## config.mk

```make
export PLATFORM = sky130hd
export DESIGN_NAME = booth_mult_seq
export DESIGN_NICKNAME = d
export VERILOG_FILES = /design/src/rtl/booth_mult_seq.sv
export SDC_FILE = /design/constraint.sdc
export NUM_CORES = 1
export LEC_CHECK = 0
export ABC_CLOCK_PERIOD_IN_PS = 3400
export BUFFER_PORTS_ARGS = -buffer_cell sky130_fd_sc_hd__buf_2
export CORE_MARGIN = 10
export CORE_UTILIZATION = 57
export DETAILED_ROUTE_END_ITERATION = 6
export PLACE_DENSITY = 0.79
export SLEW_MARGIN = 5
export SYNTH_ARGS = -nofsm -noshare
export SYNTH_HDL_FRONTEND = slang
export SYNTH_SLANG_ARGS = --single-unit
```

## constraint.sdc

```tcl
create_clock -name clk -period 3.4 [get_ports clk]
set_clock_uncertainty 0.15 [all_clocks]
set_input_delay 0.68 -clock clk [delete_from_list [all_inputs] [get_ports clk]]
set_output_delay 0.68 -clock clk [all_outputs]
set_load 0.02 [all_outputs]
```

## src/rtl/booth_mult_seq.sv

```systemverilog
// ---------------------------------------------------------------------------
// booth_mult_seq
//   Sequential radix-2 Booth multiplier. It multiplies two signed N-bit
//   operands into a signed 2N-bit product, retiring one Booth step per clock.
//   A start/busy/done handshake connects it to operand registers upstream
//   and to a result consumer downstream.
//
//   Timing: start accepted at edge k -> N Booth steps on edges k+1..k+N ->
//   product and a one-cycle done pulse appear after edge k+N+1. A new start
//   can be accepted while done is high.
//
// Parameters
//   N             operand width (two's complement), N >= 2
//
// Ports
//   clk           system clock, rising edge
//   reset         asynchronous, active-low reset
//   start         operation request, sampled only while idle
//   multiplicand  signed operand M, captured when start is accepted
//   multiplier    signed operand Q, captured when start is accepted
//   accumulate    (BOOTH_MAC_EN only) add the new product to the previous one
//   busy          operation in progress
//   done          one-cycle pulse, product valid from this cycle
//   product       signed 2N-bit result, held until the next completion
//
// Build option
//   BOOTH_MAC_EN  when defined, adds the accumulate port and a 2N-bit
//                 wrap-around adder on the product path.
// ---------------------------------------------------------------------------
module booth_mult_seq #(
  parameter int N = 8
) (
  input  logic           clk,
  input  logic           reset,
  input  logic           start,
  input  logic [N-1:0]   multiplicand,
  input  logic [N-1:0]   multiplier,
`ifdef BOOTH_MAC_EN
  input  logic           accumulate,
`endif
  output logic           busy,
  output logic           done,
  output logic [2*N-1:0] product
);

  localparam int CW = $clog2(N + 1);

  typedef enum logic [1:0] {
    ST_IDLE   = 2'd0,
    ST_CALC   = 2'd1,
    ST_FINISH = 2'd2
  } state_t;

  state_t           state_r;
  // A and M carry one extra bit so that A - M cannot overflow when
  // M is the most negative operand value.
  logic [N:0]       a_r;
  logic [N:0]       m_r;
  logic [N-1:0]     q_r;
  logic             qm1_r;
  logic [CW-1:0]    count_r;
  logic             busy_r;
  logic             done_r;
  logic [2*N-1:0]   product_r;
`ifdef BOOTH_MAC_EN
  logic             acc_r;
`endif

  logic [N:0]       sum_s;
  logic [2*N-1:0]   booth_prod_s;
  logic [2*N-1:0]   next_product_s;

  // Booth recoding of the current multiplier bit pair selects add, subtract or hold.
  always_comb begin
    sum_s = a_r;
    case ({q_r[0], qm1_r})
      2'b01:   sum_s = a_r + m_r;
      2'b10:   sum_s = a_r - m_r;
      default: sum_s = a_r;
    endcase
  end

  // Final product assembly; the low N bits of A already hold the exact upper half.
  always_comb begin
    booth_prod_s   = {a_r[N-1:0], q_r};
    next_product_s = booth_prod_s;
`ifdef BOOTH_MAC_EN
    if (acc_r) begin
      next_product_s = product_r + booth_prod_s;
    end else begin
      next_product_s = booth_prod_s;
    end
`endif
  end

  // Control FSM and datapath registers, including the registered handshake outputs.
  always_ff @(posedge clk or negedge reset) begin
    if (!reset) begin
      state_r   <= ST_IDLE;
      a_r       <= {(N+1){1'b0}};
      m_r       <= {(N+1){1'b0}};
      q_r       <= {N{1'b0}};
      qm1_r     <= 1'b0;
      count_r   <= {CW{1'b0}};
      busy_r    <= 1'b0;
      done_r    <= 1'b0;
      product_r <= {(2*N){1'b0}};
`ifdef BOOTH_MAC_EN
      acc_r     <= 1'b0;
`endif
    end else begin
      case (state_r)
        ST_IDLE: begin
          done_r <= 1'b0;
          if (start) begin
            a_r     <= {(N+1){1'b0}};
            m_r     <= {multiplicand[N-1], multiplicand};
            q_r     <= multiplier;
            qm1_r   <= 1'b0;
            count_r <= CW'(N);
            busy_r  <= 1'b1;
`ifdef BOOTH_MAC_EN
            acc_r   <= accumulate;
`endif
            state_r <= ST_CALC;
          end else begin
            state_r <= ST_IDLE;
          end
        end

        ST_CALC: begin
          // Arithmetic right shift of {A', Q, Q_-1}; the A sign bit replicates.
          a_r     <= {sum_s[N], sum_s[N:1]};
          q_r     <= {sum_s[0], q_r[N-1:1]};
          qm1_r   <= q_r[0];
          count_r <= count_r - CW'(1);
          if (count_r == CW'(1)) begin
            state_r <= ST_FINISH;
          end else begin
            state_r <= ST_CALC;
          end
        end

        ST_FINISH: begin
          product_r <= next_product_s;
          done_r    <= 1'b1;
          busy_r    <= 1'b0;
          state_r   <= ST_IDLE;
        end

        default: begin
          busy_r  <= 1'b0;
          done_r  <= 1'b0;
          state_r <= ST_IDLE;
        end
      endcase
    end
  end

  assign busy    = busy_r;
  assign done    = done_r;
  assign product = product_r;

endmodule

```

# [Word level (Yosys, flattened, before mapping)]
# Index checks and enable logic that the tools add are counted.
[classes] add_sub_neg=3 eq_ne=6 n_mux=15 n_bitwise=1 n_reduce_logical=5
[ops] operator="$pmux 9 s2" count=2
[ops] operator="$pmux 8 s2" count=1
[ops] operator="$add 9x9->9" count=1
[ops] operator="$mux 9" count=1
[ops] operator="$sub 9x9->9" count=1
[ops] operator="$mux 8" count=1
[ops] operator="$pmux 4 s2" count=1
[ops] operator="$pmux 1 s2" count=3
[ops] operator="$reduce_and 2->1" count=3
[ops] operator="$eq 2x1->1 const B" count=2
[ops] operator="$eq 2x2->1 const B" count=2
[ops] operator="$eq 4x1->1 const B" count=1
[ops] operator="$mux 4" count=1
[ops] operator="$pmux 2 s2" count=1
[ops] operator="$sub 4x1->4 const B" count=1
[ops] operator="$mux 1" count=3
[ops] operator="$logic_not 2->1" count=1
[ops] operator="$mux 2" count=1
[ops] operator="$ne 2x2->1 const B" count=1
[ops] operator="$reduce_bool 2->1" count=1
[ops] operator="$not 1->1" count=1
[totals] ff_bits=50 out_inout_bits=18 elab_cells=39

# [Depth between registers and ports, before layout]
# Gate-level depths: netlist of the first run.
[logic_depth] word_depth=3 ltp_mapped=11 mapped_depth_nobuf=10

# [Worst setup path after synthesis of the first run]
# OpenSTA, ideal clock, no wires.
[synth_path] kind="register -> register" startpoint="register qm1_r" endpoint="register a_r[4]" arrival_time_ps=2260 path_slack_ps=920 stages_incl_launch_ff=12 n_path_buf=1 period_less_slack_ps=2480 cell_sequence="dfrtp_1 -> inv_1 -> ha_1 -> buf_2 -> mux2_2 -> inv_1 -> ha_1 -> nor2b_1 -> o31a_1 -> o21a_1 -> or3_1 -> nand3_1"
[synth_between] elab_chain_cells=3
[synth_lines] item="from (decl)" line_no="60" text="logic qm1_r;"
[synth_lines] item="from (signal assigned)" line_no="135" text="qm1_r <= q_r[0];"
[synth_lines] item="$eq 2x2->1 or $eq 2x1->1 (tied branches)" line_no="76" text="case ({q_r[0], qm1_r})"
[synth_lines] item="$pmux 9 s2 *" line_no="76"
[synth_lines] item="$pmux 9 s2 *" line_no="112" text="case (state_r)"
[synth_lines] item="to (signal assigned)" line_no="100" text="a_r <= {(N+1){1'b0}};"
[synth_lines] item="to (signal assigned)" line_no="116" text="a_r <= {(N+1){1'b0}};"
[synth_lines] item="to (signal assigned)" line_no="133" text="a_r <= {sum_s[N], sum_s[N:1]};"
[synth_lines] item="to (decl)" line_no="57" text="logic [N:0] a_r;"
# Mark *: on every way between the ends. The rest lies on a longest branch, timed or not.
# A chain may end at the register's enable or synchronous reset.

# [Final worst setup path of the first run]
# Same ends and word-level chain as after synthesis.

==> results of run 1 <==
[stage by stage]
stage	worst slack, ns	utilization	cells	area (µm²)	hold slack (ns)
6_report	0.676	0.666	340	2920	0.329
5_1_grt	0.542	0.666	340	2920	0.364
4_1_cts	0.692	0.666	340	2920	0.337
3_5_place_dp	0.714	0.640	332	2810	0.316
3_3_place_gp	0.820	0.640	332	2810	0.311
2_1_floorplan	0.920	-	254	2600	0.234
[sequential cells by signal, indices dropped and copies added, names as in the netlist]
signal and cells:
a_r 8, busy 1, count_r 4, done 1, m_r 8, product 16, q_r 8, qm1_r 1
state_r 2
[cell families after synthesis]
logic type | Yosys count | synth area share
and+or+nand+nor | 68 | 0.130
muxes | 26 | 0.109
DFF | 49 | 0.471
buffers and inverters | 24 | 0.0399
xor gates and xnor gates | 8 | 0.0269
AOI/OAI and AO/OA | 66 | 0.158
adders and majority gates | 13 | 0.0654
[synth_stat cells (2+ instances only)]
library cell,count
nor3_2,2
ha_1,12
or3_1,2
o211ai_1,3
mux2i_1,7
o21a_1,4
nand2_1,28
a31oi_1,3
dfrtp_1,49
inv_1,12
a32oi_1,2
nor2_1,14
mux2_1,3
a211oi_1,2
nand2b_1,2
nor3_1,5
o21ai_1,7
buf_2,8
nor4b_1,2
a21oi_1,12
nand3b_1,2
nand3_1,3
o31a_1,2
clkbuf_1,3
o21ai_0,22
xnor2_1,7
mux2_2,16
[layer usage]
metal,up-vias,routed length (µm),global-route usage
met2,42,2600,0.249
met5,-,0,0
met1,927,2610,0.202
met3,5,262,0.0279
li1,964,-,-
met4,0,56,0.0435
[final timing paths]
check	startpoint	endpoint	slack [ns]	cells past startpoint
max	qm1_r	a_r[4]	0.68	10
min in group asynchronous	reset	product[6]	0.42	1
min reg2reg	product[9]	product[9]	0.33	2
max in group asynchronous	reset	product[0]	2.03	1
max reg2reg	qm1_r	a_r[4]	0.68	10
min	product[9]	product[9]	0.33	2
[cell usage in the layout, fill, tap and decap left out, types with 3 or more instances in the layout]
cell type / count
a21oi_1: 12
a31oi_1: 3
buf_2: 36
clkbuf_8: 6
dfrtp_1: 49
ha_1: 12
inv_1: 12
mux2_1: 3
mux2_2: 16
mux2i_1: 7
nand2_1: 28
nand3_1: 3
nor2_1: 14
nor3_1: 5
o211ai_1: 3
o21a_1: 4
o21ai_0: 22
o21ai_1: 7
xnor2_1: 7
[worst min-delay path, delay by kind of cell, from the launching register on]
kind,cells,cell delay (ns)
simple gates,1,0.04
compound gates,1,0.06
flops,1,0.35
[cell type report]
cell class | count | share of cell area
multi-input cells | 181 | 0.436
flip-flops and latches | 49 | 0.420
repair buffers | 38 | 0.0668
clock buffers | 7 | 0.0296
well taps | 52 | 0.0223
inverters | 12 | 0.0154
clock inverters | 1 | 0.0103
==> summary.md, run 1 <==
| Metric | Value |
|---|---|
| Status | `finished, final reports clean` |
| Worst EP required | `about 3.5 ns` |
| Synthesized Nets | `286` |
| Die width | `87.6 µm` |
| DRC Markers | `0` |
| HP Class | `register to register` |
| Drt pass-1 iters | `4` |
| Worst EP arrival | `2.82 ns` |
| Register area share after synthesis | `0.471` |
| Worst setup EP type | `register` |
| Ranking of synthesized cells by area | `dfrtp_1 (47%), mux2_2 (6.9%), ha_1 (5.8%)` |
| Unique cell type count in the Yosys netlist | `47` |
| GRT Residual Overflow | `0` |
| Pin count of the biggest net entering global routing | `50` |
| Setup TNS | `0 ns` |
| Die Height | `87.6 µm` |
| Clk_lat worst skew | `0.30 ns` |
| CP Class | `register to register` |
| Initial DRC count | `around 190` |
| CTS Hold Bufs | `0` |
| Vias in the first global route | `1908` |
| Hold Fails Final Rpt | `0` |
| Register Area | `between 1000 and 1500 µm²` |
| Post-synth EDFFs | `0` |
| Core Box Area | `about 4400 µm²` |
| Via Count | `around 1900` |
| Crit path max fanout | `8` |
| Max clock buf depth | `2` |
| Sinks on Clock Net | `49` |
| Wire per inst | `16.3 µm` |
| Synth top area share | `0.471` |
| Async set or reset register ratio after synthesis | `1.00` |
| # setup viols final | `0` |
| Fmax achieved | `367 MHz` |
| Fill cells | `366` |
| Post_cts resized | `0` |
| Io pins | `37` |
| # port buffers | `36` |
| Flops & latches, synth | `49` |
| Clock Root Buffer | `clkbuf_8` |
| Final wirelength | `5530 µm` |
| WP buf/inv | `2` |
| Slowest cell on crit path | `mux2_2` |
| Initial core utilization | `0.594` |
| Crit start category | `register` |
| Initial antenna violation count | `0` |
| Relative slew slack | `0.295` |
| Antenna Cells | `0` |
| Post-CTS setup buffers | `0` |
| Max-slew violations | `0` |
| Mapped Area | `2600 µm²` |
| Die area | `7670 µm²` |
| RSZ-0062 raised after global routing | `false` |
| CP max stage delay | `0.41 ns` |
| Fraction of layout cells with a size suffix above 1 | `0.240` |
| Slew @ Worst Pin | `about 1.1 ns` |
| GRT Overall Usage | `0.152` |
| Area Overhead vs Synth | `12.2%` |
| Dominant cell type by area after synthesis | `dfrtp_1` |
| Synth warnings | `0` |
| Rows | `24` |
| Final period utilization | `0.801` |
| Synth Area per Inst | `10.3 µm²` |
| Max-cap check violation count | `0` |
| Via density | `5.70` |
| Area of the multi-input gates | `~1300 µm²` |
| Crit-path cells | `inv_1 -> ha_1 -> mux2_2 -> inv_1 -> ha_1 -> nor2b_1 -> o31a_1 -> o21a_1 -> or3_1 -> nand3_1` |
| Fin crit period | `2.72 ns` |
| Delay-heaviest family, CP | `simple AND/OR/NAND/NOR gates` |
| Most common flop cell mapped by yosys | `dfrtp_1` |
| Hpwl dp | `slightly above 4000 µm` |
| Num CTS Buffers | `5` |
| GP Congestion | `0.782` |
| Number of H-tree levels | `2` |
| Post-route ant nets | `0` |
| First-pass GRT wire length | `around 9400 µm` |
| Nets | `319` |
| CTS tree | `built` |
| Synthesized instance count | `254` |
| Clock transition at path regs | `0.09 ns` |
Power of run 1 is left out: the tool's default activity adds up to more than one toggle a clock period on the data nets, which glitch-free logic cannot reach.
==> run 2, diff against run 1 <==
--- a/config.mk
+++ b/config.mk
@@ -5,7 +5,7 @@
 export SDC_FILE = /design/constraint.sdc
 export NUM_CORES = 1
 export LEC_CHECK = 0
-export ABC_CLOCK_PERIOD_IN_PS = 3400
+export ABC_CLOCK_PERIOD_IN_PS = 2700
 export BUFFER_PORTS_ARGS = -buffer_cell sky130_fd_sc_hd__buf_2
 export CORE_MARGIN = 10
 export CORE_UTILIZATION = 57
==> constraint.sdc (replaced) <==
create_clock -name clk -period 2.7 [get_ports clk]
set_clock_uncertainty 0.15 [all_clocks]
set_input_delay 0.54 -clock clk [delete_from_list [all_inputs] [get_ports clk]]
set_output_delay 0.54 -clock clk [all_outputs]
set_load 0.02 [all_outputs]
==> run 2 against run 1 <==
Effect of this change: worst hold slack got worse by 0.052 ns; first-iteration DRC count fell by 11%; sequential share of layout area fell by 1.2 points; fmax rose by 5.2%; routed wire length rose by 0.29%; non-clock buffer count rose by 10; die area did not move; flip-flop and latch count did not move; via count rose by 4.5%; critical endpoint unchanged; largest cell class unchanged.
==> summary.md, run 2 (synthesized netlist as in run 1, its figures left out) <==
| Metric | Value |
|---|---|
| Status | `finished, final reports clean` |
| Number of H-tree levels | `2` |
| Crit start category | `register` |
| HP Class | `input port to register` |
| Vias in the first global route | `approximately 1900` |
| Clock transition at path regs | `0.10 ns` |
| Fill cells | `343` |
| Pin count of the biggest net entering global routing | `29` |
| Nets | `329` |
| GP Congestion | `0.856` |
| Fmax achieved | `386 MHz` |
| Fraction of layout cells with a size suffix above 1 | `0.289` |
| CP Class | `register to register` |
| Slowest cell on crit path | `dfrtp_1` |
| Min-Delay Path Depth | `3` |
| GRT Overall Usage | `0.150` |
| Relative slew slack | `0.422` |
| GRT Residual Overflow | `0` |
| Core Box Area | `between 4000 and 5000 µm²` |
| Most frequent cells in the layout | `dfrtp_1 (48), buf_2 (36), nand2_1 (28)` |
| Area Overhead vs Synth | `15.6%` |
| Commonest non-fill, non-tap cell in the layout | `dfrtp_1` |
| Fin crit period | `2.59 ns` |
| Final wirelength | `5550 µm` |
| Initial DRC count | `172` |
| Post-route ant nets | `0` |
| Max reg flops | `16` |
| RR Startpoint | `m_r[0]` |
| R2R setup slack | `0.11 ns` |
| Worst setup EP type | `register` |
| Levels on crit path | `10` |
| DRC Markers | `0` |
| Delay-heaviest family, CP | `simple AND/OR/NAND/NOR gates` |
| Wire per inst | `15.9 µm` |
| # setup viols final | `0` |
| Start point of the worst hold path | `multiplicand[0]` |
| Final period utilization | `0.959` |
| Num CTS Buffers | `5` |
| Antenna Cells | `0` |
| Max-slew violations | `0` |
| CP max stage delay | `0.43 ns` |
| Clk_lat worst skew | `0.31 ns` |
| Via Count | `2025` |
| Reg2reg path depth | `10` |
| Drt pass-1 iters | `4` |
| Hold Fails Final Rpt | `0` |
| Die width | `approximately 90 µm` |
| Initial antenna violation count | `0` |
| Setup TNS | `0 ns` |
| Worst EP required | `2.80 ns` |
| Worst Hold Path EP | `m_r[0]` |
| Worst EP arrival | `2.68 ns` |
| Hpwl dp | `around 4100 µm` |
| Crit-path cells | `inv_2 -> ha_4 -> mux2_4 -> inv_1 -> ha_1 -> nor2b_1 -> o31a_1 -> o21a_1 -> or3_1 -> nand3_1` |
| First-pass GRT wire length | `9300 µm` |
| Rows | `24` |
| Max-cap check violation count | `0` |
| Reg2Reg Capture Point | `a_r[4]` |
| Die Height | `approximately 90 µm` |
| Die area | `7670 µm²` |
| # port buffers | `36` |
| WP buf/inv | `2` |
| CTS tree | `built` |
| Slew @ Worst Pin | `between 0.8 and 0.9 ns` |
| Crit path max fanout | `4` |
| Initial core utilization | `0.594` |
| Clock Root Buffer | `clkbuf_8` |
| Crit. Startpoint | `m_r[0]` |
| RSZ-0062 raised after global routing | `false` |
| Sinks on Clock Net | `49` |
| Via density | `5.79` |
| Max clock buf depth | `2` |
| Io pins | `37` |
## run 2: cell types whose count changed in the layout (fill, tap and decap cells not counted), moves of 2 or more
cell,delta
a21oi_2,+2
a21oi_1,-2
buf_4,+9
ha_1,-2
## run 2: through the flow
step	hold WS, ns	cell area, µm²	setup WS, ns	instances	utilization
2_1_floorplan	0.0944	2600	0.220	254	-
3_3_place_gp	0.210	2850	0.175	338	0.650
3_5_place_dp	0.212	2850	0.116	338	0.650
4_1_cts	0.276	2960	0.0763	347	0.675
5_1_grt	0.291	3010	0.000699	350	0.687
6_report	0.277	3010	0.112	350	0.687
## run 2: worst reg2reg max path, stage by stage, from the launching register on
cell and delay, ns:
dfrtp_1 0.43, inv_2 0.10, ha_4 0.20, mux2_4 0.28
inv_1 0.07, ha_1 0.22, nor2b_1 0.14, o31a_1 0.33
o21a_1 0.19, or3_1 0.34, nand3_1 0.08
## run 2: repair_timing
action	CTS	global route
setup buffers	0	3
hold endpoints to repair	4	0
endpoints found under the setup margin	0	5
hold buffers	1	0
gates resized for setup	0	9
## run 2: worst max-delay path by stage
stage / endpoint / slack [ns]
5_1_grt: a_r[6] / 0.0007
3_5_place_dp: a_r[5] / 0.12
3_3_place_gp: a_r[7] / 0.18
4_1_cts: a_r[5] / 0.08
6_report: a_r[4] / 0.11
2_1_floorplan: a_r[4] / 0.22
## run 2: cell type report
type / instances / area, µm² / share of cell area
multi-input cells: 181 / 1300 / 0.433
flip-flops and latches: 49 / 1230 / 0.408
repair buffers: 48 / 273 / 0.0906
clock buffers: 5 / 68.8 / 0.0229
well taps: 52 / 65.1 / 0.0216
inverters: 12 / 45.0 / 0.0150
clock inverters: 3 / 28.8 / 0.00956
## run 2: routing by layer
metal,up-vias,share of wire,track usage
li1,985,-,-
met1,967,0.44,0.196
met2,61,0.47,0.238
met3,12,0.062,0.0371
met4,0,0.019,0.0464
met5,-,0,0
Power of run 2 is left out for the same reason.
